## config.mk

```make
export PLATFORM = sky130hd
export DESIGN_NAME = bfloat_div
export DESIGN_NICKNAME = d
export VERILOG_FILES = /design/src/rtl/bfloat_pkg.sv /design/src/rtl/frac_div_step.sv /design/src/rtl/bfloat_div.sv
export SDC_FILE = /design/constraint.sdc
export NUM_CORES = 1
export LEC_CHECK = 0
export ABC_AREA = 1
export BUFFER_PORTS_ARGS = -buffer_cell sky130_fd_sc_hd__buf_2
export CORE_ASPECT_RATIO = 0.9
export CORE_MARGIN = 2
export CORE_UTILIZATION = 55
export DETAILED_ROUTE_END_ITERATION = 7
export HOLD_SLACK_MARGIN = 0.05
export PLACE_DENSITY = 0.8
export SYNTH_ARGS = -nofsm -noshare
export SYNTH_HDL_FRONTEND = slang
export SYNTH_SLANG_ARGS = --single-unit
export TNS_END_PERCENT = 100
```

## constraint.sdc

```tcl
create_clock -name clk -period 4.1 [get_ports clk]
set_clock_uncertainty 0.1 [all_clocks]
set_input_delay 0.82 -clock clk [delete_from_list [all_inputs] [get_ports clk]]
set_output_delay 0.82 -clock clk [all_outputs]
set_load 0.1 [all_outputs]
```

## src/rtl/bfloat_pkg.sv

```systemverilog
// Shared definitions for the 16-bit {exponent, fraction} arithmetic datapath.
// Contents: field widths, exponent bias, the divider state enum and the
// bf16_t word layout.
package bfloat_pkg;

  localparam int unsigned EXP_W  = 8;
  localparam int unsigned FRAC_W = 8;

  // Exponent bias, shared with mul.
  localparam logic [EXP_W-1:0] BIAS = 8'h7F;

  typedef enum logic [2:0] {
    IDLE,
    NORM,
    DIV,
    POST,
    DONE
  } div_state_t;

  typedef struct packed {
    logic [EXP_W-1:0]  exp;
    logic [FRAC_W-1:0] frac;
  } bf16_t;

endpackage

```

## src/rtl/frac_div_step.sv

```systemverilog
// One combinational restoring-division step.
// Ports:
//   rem      : current partial remainder (FRAC_W+2 bits)
//   divisor  : normalised divisor fraction
//   rem_next : remainder after conditional subtract, shifted left by one
//   q_bit    : quotient bit produced by this step
module frac_div_step #(
  parameter int unsigned FRAC_W = 8
) (
  input  logic [FRAC_W+1:0] rem,
  input  logic [FRAC_W-1:0] divisor,
  output logic [FRAC_W+1:0] rem_next,
  output logic              q_bit
);

  logic [FRAC_W+1:0] div_ext;
  logic [FRAC_W+1:0] diff;
  logic [FRAC_W+1:0] kept;

  always_comb begin
    div_ext  = {2'b00, divisor};
    diff     = rem - div_ext;
    q_bit    = (rem >= div_ext);
    kept     = q_bit ? diff : rem;
    // Compare-then-shift form: remainder stays below 2*divisor, so it fits.
    rem_next = kept << 1;
  end

endmodule

```

## src/rtl/bfloat_div.sv

```systemverilog
// Iterative restoring divider for the {exponent, fraction} word: quot = a / b.
// Ports:
//   clk, rst_n          : clock, asynchronous active-low reset
//   in_valid / in_ready : operand handshake (flp_a dividend, flp_b divisor)
//   out_valid/out_ready : result handshake (quot, div_zero)
//   busy                : operation in progress (state != IDLE)
module bfloat_div
  import bfloat_pkg::*;
#(
  parameter int unsigned EXP_W  = bfloat_pkg::EXP_W,
  parameter int unsigned FRAC_W = bfloat_pkg::FRAC_W
) (
  input  logic                    clk,
  input  logic                    rst_n,
  input  logic                    in_valid,
  output logic                    in_ready,
  input  logic [EXP_W+FRAC_W-1:0] flp_a,
  input  logic [EXP_W+FRAC_W-1:0] flp_b,
  output logic                    out_valid,
  input  logic                    out_ready,
  output logic [EXP_W+FRAC_W-1:0] quot,
  output logic                    div_zero,
  output logic                    busy
);

  div_state_t        state;
  logic [EXP_W-1:0]  ea, eb;
  logic [FRAC_W-1:0] fa, fb;
  logic [FRAC_W+1:0] rem;
  logic [FRAC_W:0]   q_raw;
  logic [3:0]        cnt;

  logic [FRAC_W+1:0] rem_next;
  logic              q_bit;
  logic [EXP_W-1:0]  e_diff;

  frac_div_step #(.FRAC_W(FRAC_W)) u_step (
    .rem      (rem),
    .divisor  (fb),
    .rem_next (rem_next),
    .q_bit    (q_bit)
  );

  assign e_diff = ea - eb;

  always_ff @(posedge clk or negedge rst_n) begin
    if (!rst_n) begin
      state     <= IDLE;
      ea        <= '0;
      eb        <= '0;
      fa        <= '0;
      fb        <= '0;
      rem       <= '0;
      q_raw     <= '0;
      cnt       <= '0;
      quot      <= '0;
      div_zero  <= 1'b0;
      out_valid <= 1'b0;
      in_ready  <= 1'b1;
      busy      <= 1'b0;
    end else begin
      case (state)
        IDLE: begin
          if (in_valid) begin
            ea       <= flp_a[EXP_W+FRAC_W-1:FRAC_W];
            fa       <= flp_a[FRAC_W-1:0];
            eb       <= flp_b[EXP_W+FRAC_W-1:FRAC_W];
            fb       <= flp_b[FRAC_W-1:0];
            in_ready <= 1'b0;
            busy     <= 1'b1;
            // Divisor-zero check wins when both fractions are zero.
            if (flp_b[FRAC_W-1:0] == '0) begin
              quot      <= '0;
              div_zero  <= 1'b1;
              out_valid <= 1'b1;
              state     <= DONE;
            end else if (flp_a[FRAC_W-1:0] == '0) begin
              quot      <= '0;
              div_zero  <= 1'b0;
              out_valid <= 1'b1;
              state     <= DONE;
            end else begin
              state <= NORM;
            end
          end
        end

        NORM: begin
          if (fa[FRAC_W-1] && fb[FRAC_W-1]) begin
            rem   <= {2'b00, fa};
            q_raw <= '0;
            cnt   <= '0;
            state <= DIV;
          end else begin
            if (!fa[FRAC_W-1]) begin
              fa <= fa << 1;
              ea <= ea - 1'b1;
            end
            if (!fb[FRAC_W-1]) begin
              fb <= fb << 1;
              eb <= eb - 1'b1;
            end
          end
        end

        DIV: begin
          rem   <= rem_next;
          q_raw <= {q_raw[FRAC_W-1:0], q_bit};
          cnt   <= cnt + 1'b1;
          if (cnt == 4'd8) state <= POST;
        end

        POST: begin
          if (q_raw[FRAC_W]) quot <= {e_diff + 1'b1, q_raw[FRAC_W:1]};
          else               quot <= {e_diff, q_raw[FRAC_W-1:0]};
          div_zero  <= 1'b0;
          out_valid <= 1'b1;
          state     <= DONE;
        end

        DONE: begin
          if (out_ready) begin
            out_valid <= 1'b0;
            in_ready  <= 1'b1;
            busy      <= 1'b0;
            state     <= IDLE;
          end
        end

        default: begin
          state     <= IDLE;
          out_valid <= 1'b0;
          in_ready  <= 1'b1;
          busy      <= 1'b0;
        end
      endcase
    end
  end

endmodule

```

; ---- Word-level counts from Yosys, hierarchy flattened
; Index checks and enable logic that the tools add are counted.
[word_totals]
output_inout_bits = 20
elab_cells = 103
ff_bits = 78
in_bits = 36
[classes]
mux = 49
bitwise = 2
n_lt_le_gt_ge = 1
reduce_logical = 17
eq_ne = 13
n_addsub = 6
[ops]
columns = cell, n
row1 = $mux W8, 12
row2 = $mux W16, 4
row3 = $pmux W8 S2, 4
row4 = $pmux W16 S2, 1
row5 = $pmux W10 S2, 1
row6 = $mux W3, 6
row7 = $mux W9, 2
row8 = $pmux W9 S2, 1
row9 = $logic_not A8 Y1, 2
row10 = $reduce_and A4 Y1, 4
row11 = $sub A8 B1 Y8 const B, 2
row12 = $pmux W3 S5, 1
row13 = $ne A2 B2 Y1 const B, 7
row14 = $ge A10 B8 Y1, 1
row15 = $mux W1, 10
row16 = $mux W10, 1
row17 = $reduce_and A3 Y1, 3
row18 = $sub A9 B8 Y9, 1
row19 = $add A8 B1 Y8 const B, 1
row20 = $pmux W4 S2, 1
row21 = $sub A8 B8 Y8, 1
row22 = $eq A3 B2 Y1 const B, 2
row23 = $pmux W1 S3, 2
row24 = $reduce_bool A2 Y1, 3
row25 = 14 further kinds, 15

; ---- Depth between registers and ports, before layout
[logic_depth]
ltp_word = 5
ltp_mapped = 14

; ---- By module
; Synthesis repeated with hierarchy kept, for this count alone.
[unflattened]
cells_unflattened = 651
hier_area_um2 = 4839.6
[by_module_without_submodules]
columns = mod, n_inst, area_each_um2, cells_per_inst
row1 = bfloat_div, 1, 4162.7, 530
row2 = frac_div_step, 1, 676.9, 121

; ---- Worst setup path before layout
; Ideal clock, no wire load.
[synth_path]
kind = register to register
from = register ea[0]
to = register quot[14]
required_time_ps = 3878
n_path_buf = 0
arrival_ps = 1991
synth_period_minus_slack_ps = 2213
slack_ps = 1887
stages_incl_launch_ff = 13
path_cell_list = dfrtp_1 inv_1 ha_1 inv_1 fa_1 ha_1 inv_1 nor3_1 nand3_1 nor2_1 nand3_1 nand3_1 nand2_1
[synth_via]
elab_chain_len = 4
[synth_lines]
columns = item, line_no
row1 = "start, declared", bfloat_div.sv:27  ; logic [EXP_W-1:0] ea, eb;
row2 = "start signal, assigned", bfloat_div.sv:65  ; ea <= flp_a[EXP_W+FRAC_W-1:FRAC_W];
row3 = "start signal, assigned", bfloat_div.sv:97  ; ea <= ea - 1'b1;
row4 = $sub A8 B8 Y8 *, bfloat_div.sv:44  ; assign e_diff = ea - eb;
row5 = $add A8 B1 Y8, bfloat_div.sv:114  ; if (q_raw[FRAC_W]) quot <= {e_diff + 1'b1, q_raw[FRAC_W:1]};
row6 = $mux W16 *, bfloat_div.sv:114
row7 = $pmux W16 S2 *, bfloat_div.sv:62  ; case (state)
row8 = "end signal, assigned", bfloat_div.sv:114
row9 = "end signal, assigned", bfloat_div.sv:115  ; else quot <= {e_diff, q_raw[FRAC_W-1:0]};
row10 = "end, declared", bfloat_div.sv:21  ; output logic [EXP_W+FRAC_W-1:0] quot,
; Every way passes the cells marked *; elsewhere a longest branch is shown, timed or not.
; A chain may end at the register's enable or synchronous reset.

; ---- Worst setup path in the final report
[layout_path]
from = register state[1]
to = register ea[7]
[layout_via]
elab_chain_len = 3
elab_cells_between_ends = 8
classes_between = 4 x eq/ne / 1 x mux / 3 x reduce/logical
[layout_lines]
columns = item, line_no
row1 = "start, declared", bfloat_div.sv:26  ; div_state_t state;
row2 = "start signal, assigned", bfloat_div.sv:48  ; state <= IDLE;
row3 = "start signal, assigned", bfloat_div.sv:76  ; state <= DONE;
row4 = "start signal, assigned", bfloat_div.sv:81  ; state <= DONE;
row5 = $eq A3 B1 Y1 / $logic_not A3 Y1 (equally long branches), bfloat_div.sv:62
row6 = $ne A2 B2 Y1 (no line) / $reduce_bool A2 Y1 (equally long branches), --
row7 = $reduce_and A4 Y1 (no line), --
; Several ways; a longest one is shown, not always the timed one.

==> impl_results.md <==
* Wl on met1 at 5.02 mm
* Cell types with the largest area share after synthesis: sky130_fd_sc_hd__dfrtp_1 (42%), sky130_fd_sc_hd__nand2_1 (13%), sky130_fd_sc_hd__inv_1 (6.7%)
* Ratio of cells with drive above 1 in the final layout at 13.0%
* Via count at 4313
* Number of search-and-repair iterations in the first detailed-routing pass at 5
* Instance count of the mapped netlist at 611
* Number of buffers created by CTS at 9
* Maximum clock insertion buffer count at 2
* Clock network latency to the later pin of the worst-skew pair at 0.36 ns
* NumNets Final at 721
* Count of buffers from port buffering at 55
* Sequential fraction of the synthesis area at 42.1%
* Fraction of synthesis flops using an asynchronous set or reset pin at 100%
* Aggregate global routing overflow at 0
* Worst EP required at 4.30 ns
* Type of the most critical hold path: register to register
* Biggest cell delay along the critical path at 0.86 ns
* Total wirelength of the detailed-routed design at 10.7 mm
* Via count of the first global-routing pass at 3932
* Count of pins on the block boundary at 56
* Routed wire length on met2 at 4.74 mm
* Area of the die at 9190 sq um
* Crit Path Max Fanout at 27
* CTS Root Buffer Type: sky130_fd_sc_hd__clkbuf_8
* Fin area at 5170 sq um
* Die Height at 91.1 microns
* Cell area after technology mapping at 4640 sq um
* Clock transition time at the flip-flop clock pins of the worst setup and hold paths at 0.09 ns
* Number of hold-repair buffers added at the cts stage at 0
* Cell taking the most area after synthesis: sky130_fd_sc_hd__dfrtp_1
* Top layer in use: met4
* Clock sinks at 78
* Synth Flop Type: sky130_fd_sc_hd__dfrtp_1
* Number of synthesized register bits at 78
* Final Hold Fails at 0
* RePlAce Congestion at 0.904
* DRT iter0 DRCs at 324
* Syn avg cell area at 7.59 sq um
* Clock period minus worst slack at 2.72 ns
* Initial core utilization at 57.2%
* Final routed DRC violation total at 0
* Reported max-cap violation count at 0
* Post-DP HPWL at 7.96 mm
* CP delay by family, top: simple AND/OR/NAND/NOR gates
* Headroom to the max-slew limit at 31.7%
* Yosys cell types at 40
* Slew at the pin with the worst max-slew slack at 1.02 ns
* All-layer global routing usage at 24.6%
* H-Tree Depth at 3
* Slowest stage cell on the critical path: sky130_fd_sc_hd__nor3_4
* Pin count of the biggest net entering global routing at 79
* Count of flip-flops with a built-in enable after synthesis at 0
* Antenna-violating nets left at 0
* Crit path cell chain: nor3_4 -> inv_4 -> nor2_8 -> inv_2 -> nand2_2 -> inv_2 -> a21oi_1 -> o21ai_0 -> inv_1
* Result of the run: completed
* Most frequent cell after synthesis: sky130_fd_sc_hd__nand2_1
* Max Freq at 368 MHz
* Post-CTS Resized at 0
* Critical path class: register to register
* Antenna violations before repair at 0
* TritonCTS clock tree: yes
* Share of the synthesized area in the top cell type at 41.5%
* WL/cell at 13.9 microns
* Critical path buffers and inverters at 4
* Instance area at placement at 4970 sq um
* Width of the die at 101 microns
* First-pass GRT wire length at 18.0 mm
* Number of setup violations in the final report at 0
* Fin Setup TNS at 0 ns
* Number of nets in the synthesized netlist at 669
* Unrepaired setup endpoints after global routing: false
* Final cycle utilization of the critical path at 66.2%
* Startpoint class of the critical path: register
* Placeable Area at 8110 sq um
* Number of buffers inserted to repair setup after CTS at 0
* Critical path's most frequent cell: sky130_fd_sc_hd__inv_2
* Yosys warning count at 0
* Average via count per standard cell at 5.62
* Number of max-slew violations in the final report at 0
* Antenna diode count at 0
* CP arrival at 2.92 ns
* Metal3 WL at 678 microns
* Most frequent cells after synthesis: sky130_fd_sc_hd__nand2_1 (159), sky130_fd_sc_hd__inv_1 (83), sky130_fd_sc_hd__dfrtp_1 (77)
* Site row count at 31
* Area delta synth->final at 11.4%
* Worst Setup End Kind: register
==> cells in the final DEF, fill, tap and decap left out, types with 2 or more instances in the layout <==
cell | Yosys | final
sky130_fd_sc_hd__a21oi_1 | 20 | 20
sky130_fd_sc_hd__fa_1 | 2 | 2
sky130_fd_sc_hd__a22oi_1 | 6 | 6
sky130_fd_sc_hd__o221ai_1 | 7 | 7
sky130_fd_sc_hd__nand3_1 | 44 | 44
sky130_fd_sc_hd__nor3_1 | 7 | 7
sky130_fd_sc_hd__a31oi_1 | 3 | 3
sky130_fd_sc_hd__nand4_1 | 11 | 11
sky130_fd_sc_hd__nand3b_1 | 4 | 4
sky130_fd_sc_hd__o22ai_1 | 18 | 18
sky130_fd_sc_hd__clkinv_4 | 0 | 2
sky130_fd_sc_hd__nand2_1 | 159 | 159
sky130_fd_sc_hd__dfrtp_1 | 77 | 77
sky130_fd_sc_hd__inv_1 | 83 | 83
sky130_fd_sc_hd__ha_1 | 20 | 20
sky130_fd_sc_hd__clkinv_1 | 2 | 2
sky130_fd_sc_hd__nand2_2 | 4 | 4
sky130_fd_sc_hd__xor2_1 | 4 | 4
sky130_fd_sc_hd__buf_2 | 6 | 54
sky130_fd_sc_hd__nor2_1 | 42 | 42
sky130_fd_sc_hd__o211ai_1 | 12 | 12
sky130_fd_sc_hd__xnor2_1 | 2 | 2
sky130_fd_sc_hd__o21ai_0 | 48 | 48
sky130_fd_sc_hd__clkbuf_8 | 0 | 9
sky130_fd_sc_hd__inv_2 | 5 | 5
sky130_fd_sc_hd__o21ai_1 | 3 | 3
sky130_fd_sc_hd__nor4_1 | 2 | 2
==> final timing paths <==
check | start | depth (start not counted) | to | slack (ns)
worst min register to register | quot[7]$_DFFE_PN0P_ | 2 | quot[7]$_DFFE_PN0P_ | 0.37
max in group asynchronous | rst_n | 1 | fb[5]$_DFFE_PN0P_ | 2.77
worst max-delay path | state[1]$_DFFE_PN0P_ | 9 | ea[7]$_DFFE_PN0P_ | 1.38
worst min-delay path | quot[7]$_DFFE_PN0P_ | 2 | quot[7]$_DFFE_PN0P_ | 0.37
min in group asynchronous | rst_n | 1 | quot[12]$_DFFE_PN0P_ | 0.50
worst max register to register | state[1]$_DFFE_PN0P_ | 9 | ea[7]$_DFFE_PN0P_ | 1.38
==> layer usage <==
| metal | global-route usage, % | vias up |
|---|---|---|
| met5 | 0 | - |
| met4 | 9.02 | 0 |
| met3 | 3.46 | 22 |
| met2 | 37.8 | 153 |
| met1 | 35.4 | 2011 |
| li1 | - | 2127 |
==> sequential cells by signal, summed over array words and instances (netlist names), 3 cells and up <==
signal,cells
quot,16
rem,10
q_raw,9
ea,8
eb,8
fa,8
fb,8
cnt,4
state,3
==> final cells by class <==
type / instances / area (sq um)
Timing Repair Buffer: 55 / 278
Inverter: 91 / 344
Fill cell: 719 / 2940
Multi-Input combinational cell: 428 / 2270
Clock buffer: 10 / 128
Tap cell: 99 / 124
Sequential cell: 78 / 1950
Clock inverter: 6 / 71.3
==> stage by stage <==
step	worst slack, ns	cells	utilization, %	hold slack (ns)
2_1_floorplan	1.89	611	-	0.354
3_3_place_gp	1.51	751	61.3	0.349
3_5_place_dp	1.44	751	61.3	0.355
4_1_cts	1.42	767	63.8	0.377
5_1_grt	1.19	767	63.8	0.387
6_report	1.38	767	63.8	0.372
==> worst min-delay path, delay by kind of cell, from the launching register on <==
family	cells	cell delay, ns
DFF	1	0.34
and+or+nand+nor	2	0.11
==> logic make-up (layout without fill, tap and decap cells) <==
logic type / count (synthesis) / count (layout) / synth area share (%)
AO/OA/AOI/OAI: 120 / 120 / 15.2
adder cells (fa/ha/maj): 22 / 22 / 6.26
XOR/XNOR: 6 / 6 / 1.13
flip-flops: 78 / 78 / 42.1
buffers and inverters: 105 / 162 / 8.95
AND/OR/NAND/NOR: 280 / 280 / 26.3
Power is not shown: default switching activity piles up to over one toggle a cycle in this logic, so the estimate is an artifact.
